[src/rtl/mlp_ctrl_pkg.sv]
// Shared types and default sizing for the MLP control blocks.
// The layer controller also uses these constants.
package mlp_ctrl_pkg;

    localparam int unsigned DEF_N_INPUTS = 8;
    localparam int unsigned DEF_ADDR_W   = 3;

    typedef enum logic [2:0] {
        ST_IDLE  = 3'd0,
        ST_CLEAR = 3'd1,
        ST_BIAS  = 3'd2,
        ST_ACC   = 3'd3,
        ST_DONE  = 3'd4
    } mac_seq_state_t;

endpackage

[src/rtl/mac_sequencer_if.sv]
// Handshake and MAC-control bundle between the layer controller, the sequencer and one MAC.
// The master modport is the sequencer side; the slave modport is the layer controller / MAC side.
interface mac_sequencer_if
    import mlp_ctrl_pkg::*;
#(
    parameter int unsigned ADDR_W = DEF_ADDR_W
) ();

    logic              start;
    logic              stall;
    logic              busy;
    logic              done;
    logic              clk_en;
    logic              ctrl_rst;
    logic              use_bias;
    logic [ADDR_W-1:0] addr;

    modport master (
        input  start,
        input  stall,
        output busy,
        output done,
        output clk_en,
        output ctrl_rst,
        output use_bias,
        output addr
    );

    modport slave (
        output start,
        output stall,
        input  busy,
        input  done,
        input  clk_en,
        input  ctrl_rst,
        input  use_bias,
        input  addr
    );

endinterface

[src/rtl/mac_index_counter.sv]
// Operand index for the MAC sequence: counts up on enable, saturates at N_INPUTS-1.
// Clear has priority over enable.
module mac_index_counter #(
    parameter int unsigned ADDR_W   = 3,
    parameter int unsigned N_INPUTS = 8
) (
    input  logic              clk,
    input  logic              rst,
    input  logic              clear_i,
    input  logic              enable_i,
    output logic [ADDR_W-1:0] count_o,
    output logic              last_o
);

    localparam logic [ADDR_W-1:0] LAST_IDX = ADDR_W'(N_INPUTS - 1);

    logic [ADDR_W-1:0] count_q;
    logic [ADDR_W-1:0] count_d;
    logic              last;

    assign last = (count_q == LAST_IDX);

    always_comb begin
        count_d = count_q;
        if (clear_i) begin
            count_d = '0;
        end else if (enable_i && !last) begin
            count_d = count_q + 1'b1;
        end
    end

    always_ff @(posedge clk) begin
        if (rst) begin
            count_q <= '0;
        end else begin
            count_q <= count_d;
        end
    end

    assign count_o = count_q;
    assign last_o  = last;

endmodule

[src/rtl/mac_sequencer.sv]
// Sequencing FSM for one MAC neuron: clear, load bias, accumulate N_INPUTS pairs, pulse done.
// Outputs are decoded from state and index; clk_en additionally gates on stall.
//
//   state | meaning
//   IDLE  | waiting for start, accumulator untouched
//   CLEAR | ctrl_rst pulse, accumulator to zero
//   BIAS  | load bias into accumulator (stallable)
//   ACC   | accumulate data[addr]*weight[addr] (stallable)
//   DONE  | one-cycle done, sum_result valid
module mac_sequencer
    import mlp_ctrl_pkg::*;
#(
    parameter int unsigned N_INPUTS = DEF_N_INPUTS,
    parameter int unsigned ADDR_W   = DEF_ADDR_W
) (
    input  logic             clk,
    input  logic             rst,
    mac_sequencer_if.master  bus
);

    mac_seq_state_t    state_q;
    mac_seq_state_t    state_d;

    logic              idx_clear;
    logic              idx_en;
    logic [ADDR_W-1:0] idx_count;
    logic              idx_last;

    logic              busy_c;
    logic              done_c;
    logic              clk_en_c;
    logic              ctrl_rst_c;
    logic              use_bias_c;
    logic [ADDR_W-1:0] addr_c;

    mac_index_counter #(
        .ADDR_W   (ADDR_W),
        .N_INPUTS (N_INPUTS)
    ) u_index (
        .clk      (clk),
        .rst      (rst),
        .clear_i  (idx_clear),
        .enable_i (idx_en),
        .count_o  (idx_count),
        .last_o   (idx_last)
    );

    always_ff @(posedge clk) begin
        if (rst) begin
            state_q <= ST_IDLE;
        end else begin
            state_q <= state_d;
        end
    end

    always_comb begin
        state_d    = state_q;
        idx_clear  = 1'b0;
        idx_en     = 1'b0;
        busy_c     = (state_q != ST_IDLE);
        done_c     = 1'b0;
        clk_en_c   = 1'b0;
        ctrl_rst_c = 1'b0;
        use_bias_c = 1'b0;
        addr_c     = '0;

        case (state_q)
            ST_IDLE: begin
                idx_clear = 1'b1;
                if (bus.start) begin
                    state_d = ST_CLEAR;
                end
            end
            ST_CLEAR: begin
                ctrl_rst_c = 1'b1;
                state_d    = ST_BIAS;
            end
            ST_BIAS: begin
                use_bias_c = 1'b1;
                clk_en_c   = !bus.stall;
                if (!bus.stall) begin
                    state_d = ST_ACC;
                end
            end
            ST_ACC: begin
                addr_c   = idx_count;
                clk_en_c = !bus.stall;
                if (!bus.stall) begin
                    if (idx_last) begin
                        state_d = ST_DONE;
                    end else begin
                        idx_en = 1'b1;
                    end
                end
            end
            ST_DONE: begin
                done_c    = 1'b1;
                idx_clear = 1'b1;
                state_d   = ST_IDLE;
            end
            default: begin
                state_d = ST_IDLE;
            end
        endcase
    end

    assign bus.busy     = busy_c;
    assign bus.done     = done_c;
    assign bus.clk_en   = clk_en_c;
    assign bus.ctrl_rst = ctrl_rst_c;
    assign bus.use_bias = use_bias_c;
    assign bus.addr     = addr_c;

endmodule

[src/flat_wrapper.sv]
// flat-port wrapper written by rule: the top's interface ports become plain ports
module mac_sequencer_flat import mlp_ctrl_pkg::*;
#(
    parameter int unsigned N_INPUTS = DEF_N_INPUTS,
    parameter int unsigned ADDR_W   = DEF_ADDR_W
)
  (clk, rst, bus_start, bus_stall, bus_busy, bus_done, bus_clk_en, bus_ctrl_rst, bus_use_bias, bus_addr);
  mac_sequencer_if #(.ADDR_W(ADDR_W)) bus_i ();
  input  logic clk;
  input  logic rst;
  input wire logic [$bits(bus_i.start)-1:0] bus_start;
  input wire logic [$bits(bus_i.stall)-1:0] bus_stall;
  output wire logic [$bits(bus_i.busy)-1:0] bus_busy;
  output wire logic [$bits(bus_i.done)-1:0] bus_done;
  output wire logic [$bits(bus_i.clk_en)-1:0] bus_clk_en;
  output wire logic [$bits(bus_i.ctrl_rst)-1:0] bus_ctrl_rst;
  output wire logic [$bits(bus_i.use_bias)-1:0] bus_use_bias;
  output wire logic [$bits(bus_i.addr)-1:0] bus_addr;
  assign bus_i.start = bus_start;
  assign bus_i.stall = bus_stall;
  assign bus_busy = bus_i.busy;
  assign bus_done = bus_i.done;
  assign bus_clk_en = bus_i.clk_en;
  assign bus_ctrl_rst = bus_i.ctrl_rst;
  assign bus_use_bias = bus_i.use_bias;
  assign bus_addr = bus_i.addr;
  mac_sequencer #(.N_INPUTS(N_INPUTS), .ADDR_W(ADDR_W)) u_core (.clk(clk), .rst(rst), .bus(bus_i));
endmodule
[config.mk]
export PLATFORM = sky130hd
export DESIGN_NAME = mac_sequencer_flat
export DESIGN_NICKNAME = d
export VERILOG_FILES = /design/src/rtl/mlp_ctrl_pkg.sv /design/src/rtl/mac_sequencer_if.sv /design/src/rtl/mac_index_counter.sv /design/src/rtl/mac_sequencer.sv /design/src/flat_wrapper.sv
export SDC_FILE = /design/constraint.sdc
export NUM_CORES = 1
export LEC_CHECK = 0
export ABC_AREA = 0
export BUFFER_PORTS_ARGS = -buffer_cell sky130_fd_sc_hd__buf_4
export CELL_PAD_IN_SITES_DETAIL_PLACEMENT = 1
export CELL_PAD_IN_SITES_GLOBAL_PLACEMENT = 1
export CORE_AREA = 2 2 39 41
export DETAILED_ROUTE_END_ITERATION = 10
export DIE_AREA = 0 0 41 43
export GPL_ROUTABILITY_DRIVEN = 1
export MAX_ROUTING_LAYER = met4
export PLACE_DENSITY = 0.57
export SLEW_MARGIN = 5
export SYNTH_ARGS = -nofsm -noshare
export SYNTH_HDL_FRONTEND = slang
export SYNTH_HIERARCHICAL = 1
export SYNTH_SLANG_ARGS = --single-unit
[constraint.sdc]
create_clock -name clk -period 1.9 [get_ports clk]
set_input_delay 0 -clock clk [delete_from_list [all_inputs] [get_ports clk]]
set_output_delay 0 -clock clk [all_outputs]
set_load 0.02 [all_outputs]
==> results_dict.tcl <==
set metrics [dict create \
    cts_tree "built" \
    cts_root_buf "clkbuf_4" \
    first_iter_violations 4 \
    clk_pin_slew_worst_paths_ns 0.05 \
    crit_path_top_delay_cell "dfxtp_1" \
    final-setup-viol-count 0 \
    fp.dieH_um 43 \
    netlist_area_um2 340 \
    syn2layout_area_growth_pct 39.7 \
    placed_cells 66 \
    grt_max_degree 9 \
    dieWidth_um 41 \
    worst_ep_arrival_time_ns 1.64 \
    reg2reg_from "u_core/u_index/count_o[0]$_SDFFE_PP0P_" \
    whs_ns 0.0796 \
    max_freq_mhz 653 \
    ff2ff_path_depth 6 \
    crit_chain "ha_1 -> ha_1 -> nor3_2 -> nor2b_4 -> mux2i_1 -> nor3_1" \
    cts_repair_resize_count 0 \
    r2r_slack_ns 0.37 \
    ys_warn_count 6 \
    maxUsedRoutingLayer "met3" \
    syn_inst 39 \
    drt.antenna.violating_nets 0 \
    io_pins 12 \
    routedWlPerCell_um 10.8 \
    cts_buffer_depth 2 \
    critPathLaunch "u_core/u_index/count_o[0]$_SDFFE_PP0P_" \
    firstDrtPassIters 2 \
    cp-end-kind "flip-flop" \
    rows 14 \
    drive_gt1_frac 0.352 \
    fin_cells 70 \
    power_density_nw_per_um2 663 \
    drc 0 \
    outcome "complete, no violations" \
    dieArea_um2 1760 \
    hold_violations 0 \
    synth.area.top_cells "dfxtp_1, and2_1, ha_1" \
    initial_utilization 0.246 \
    layout.area.seq_um2 120 \
    nets 62 \
    synth_fp_nets 45 \
    dpl_cell_area_um2 443 \
    antenna_found_initial 0 \
    diodes 0 \
    max_slew_margin 0.750 \
    endpoint "u_core/u_index/count_o[1]$_SDFFE_PP0P_" \
    vias_per_cell 4.57 \
    grt_pass1_vias 308 \
    hold_class "in2reg" \
    tightestPinTransition_ns 0.373 \
    numCtsBuffers 3 \
    grt_usage 0.110 \
    clock_sink_count 6 \
    insertion_delay_ns 0.24 \
    num_vias 320 \
    ys_seq_area_frac 0.353 \
    drv_cap 0 \
    final.setup.tns_ns 0 \
    timing.rr.end "u_core/u_index/count_o[1]$_SDFFE_PP0P_" \
    grt_pass1_wl_um 1230 \
    wirelength_um 759 \
    critPathKind "reg2reg" \
    power_mw 0.315 \
    crit_path_max_incr_delay_ns 0.33 \
    ys_seq_elements 6 \
    finClkSkew_ns 0.00137 \
    leakagePower_nw 0.202 \
    port_buffers 11 \
    cp_data_required_time_ns 2.01 \
    wl_met3_um 32 \
    ir_drop_mv 0.224 \
    place.gp.congestion 0.642 \
    cp_max_fo 3 \
    route.met2.wl_um 375 \
    synth.top_cell.area_share 0.353 \
    ys_types 18 \
    multi_input_area_um2 216 \
    hpwl_um 591 \
    worst_setup_path_start_kind "flip-flop" \
    timing.final.crit_share 0.805 \
    slew_violations 0 \
    overflow 0 \
    finalCriticalPeriod_ns 1.53 \
    wl_met1_um 351 \
    core_area_um2 1380 \
    yosys.area.top_type "dfxtp_1" \
    path_common_cell "ha_1" \
    finish.instance_area_um2 475 \
    synth_area_per_cell_um2 8.73 \
    rsz0062_at_grt "false" \
    fillCellCount 163 \
    htree_levels 1 \
]
## report_power, final
part	internal [mW]	switching, mW	leakage (nW)	total (mW)
clock	0.0715	0.0470	0.0138	0.119
combinational	0.0264	0.0325	0.139	0.0589
sequential	0.131	0.00747	0.0488	0.138
total	0.229	0.0869	0.202	0.315
## how the worst min path moves through the flow
| stage | from | end | cells after the start | slack (ns) |
|---|---|---|---|---|
| after floorplan | rst | u_core/state_q[2]$_SDFFE_PP0P_ | 1 | 0.07 |
| after CTS | bus_start | u_core/state_q[0]$_SDFFE_PP0P_ | 3 | 0.08 |
| after detailed placement | rst | u_core/state_q[2]$_SDFFE_PP0P_ | 2 | 0.22 |
| after global routing | bus_start | u_core/state_q[0]$_SDFFE_PP0P_ | 3 | 0.1 |
| after global placement | rst | u_core/u_index/count_o[0]$_SDFFE_PP0P_ | 2 | 0.23 |
| final | bus_start | u_core/state_q[0]$_SDFFE_PP0P_ | 3 | 0.08 |
## registers in the layout (all words and copies together), names as in the netlist
register / cells
u_core/state_q: 3
u_core/u_index/count_o: 3
## routing by layer
metal / vias up / track usage
met2: 6 / 0.150
met4: 0 / 0.100
met5: - / -
li1: 163 / -
met3: 0 / 0.0314
met1: 151 / 0.122
## worst max-delay path: cells and delay by family (launching register included)
kind	cells	cell delay (ns)
muxes	1	0.21
adders and majority gates	2	0.44
and+or+nand+nor	3	0.42
DFF	1	0.33
## per-stage QoR
step | setup slack (ns) | util
2_1_floorplan | 0.474 | -
3_3_place_gp | 0.389 | 0.320
3_5_place_dp | 0.362 | 0.320
4_1_cts | 0.350 | 0.344
5_1_grt | 0.264 | 0.344
6_report | 0.370 | 0.344
## timing repair
item | CTS | global route
buffers inserted | 0 | 0
endpoints found under the setup margin | 0 | 0
hold endpoints to repair | 5 | 0
hold buffers | 1 | 0
## cells in the mapped netlist
master	count
or2_4	1
nor2b_4	1
xnor2_1	1
nor2_1	6
nor3_1	4
nor4_1	1
nor3_2	2
a21oi_1	1
nand2_1	3
or3_1	1
inv_1	1
mux2i_1	2
nand2b_1	1
and2_1	4
dfxtp_1	6
nand2b_2	1
ha_1	2
o221ai_1	1
## cell usage in the layout (no fill, tap or decap), types with 2 or more instances in the layout
cell | netlist | routed
nand2_1 | 3 | 3
nor3_2 | 2 | 2
nor3_1 | 4 | 4
nor2_1 | 6 | 6
clkbuf_4 | 0 | 3
buf_4 | 0 | 11
and2_1 | 4 | 4
ha_1 | 2 | 2
dfxtp_1 | 6 | 6
mux2i_1 | 2 | 2
## kinds of logic (layout without fill, tap and decap cells)
group / after synthesis / in the layout / share of synthesized area
fa+ha+maj: 2 / 2 / 0.0735
mux: 2 / 2 / 0.0588
flops: 6 / 6 / 0.353
buf+inv: 1 / 16 / 0.0110
xor+xnor: 1 / 1 / 0.0257
compound gates: 2 / 2 / 0.0404
simple gates: 25 / 25 / 0.438
## layout make-up
class | count | share of cell area
inverters | 1 | 0.00789
multi-input cells | 32 | 0.455
well taps | 16 | 0.0421
repair buffers | 12 | 0.195
flip-flops and latches | 6 | 0.253
clock buffers | 3 | 0.0474
Power figures use the tool's default switching activity.
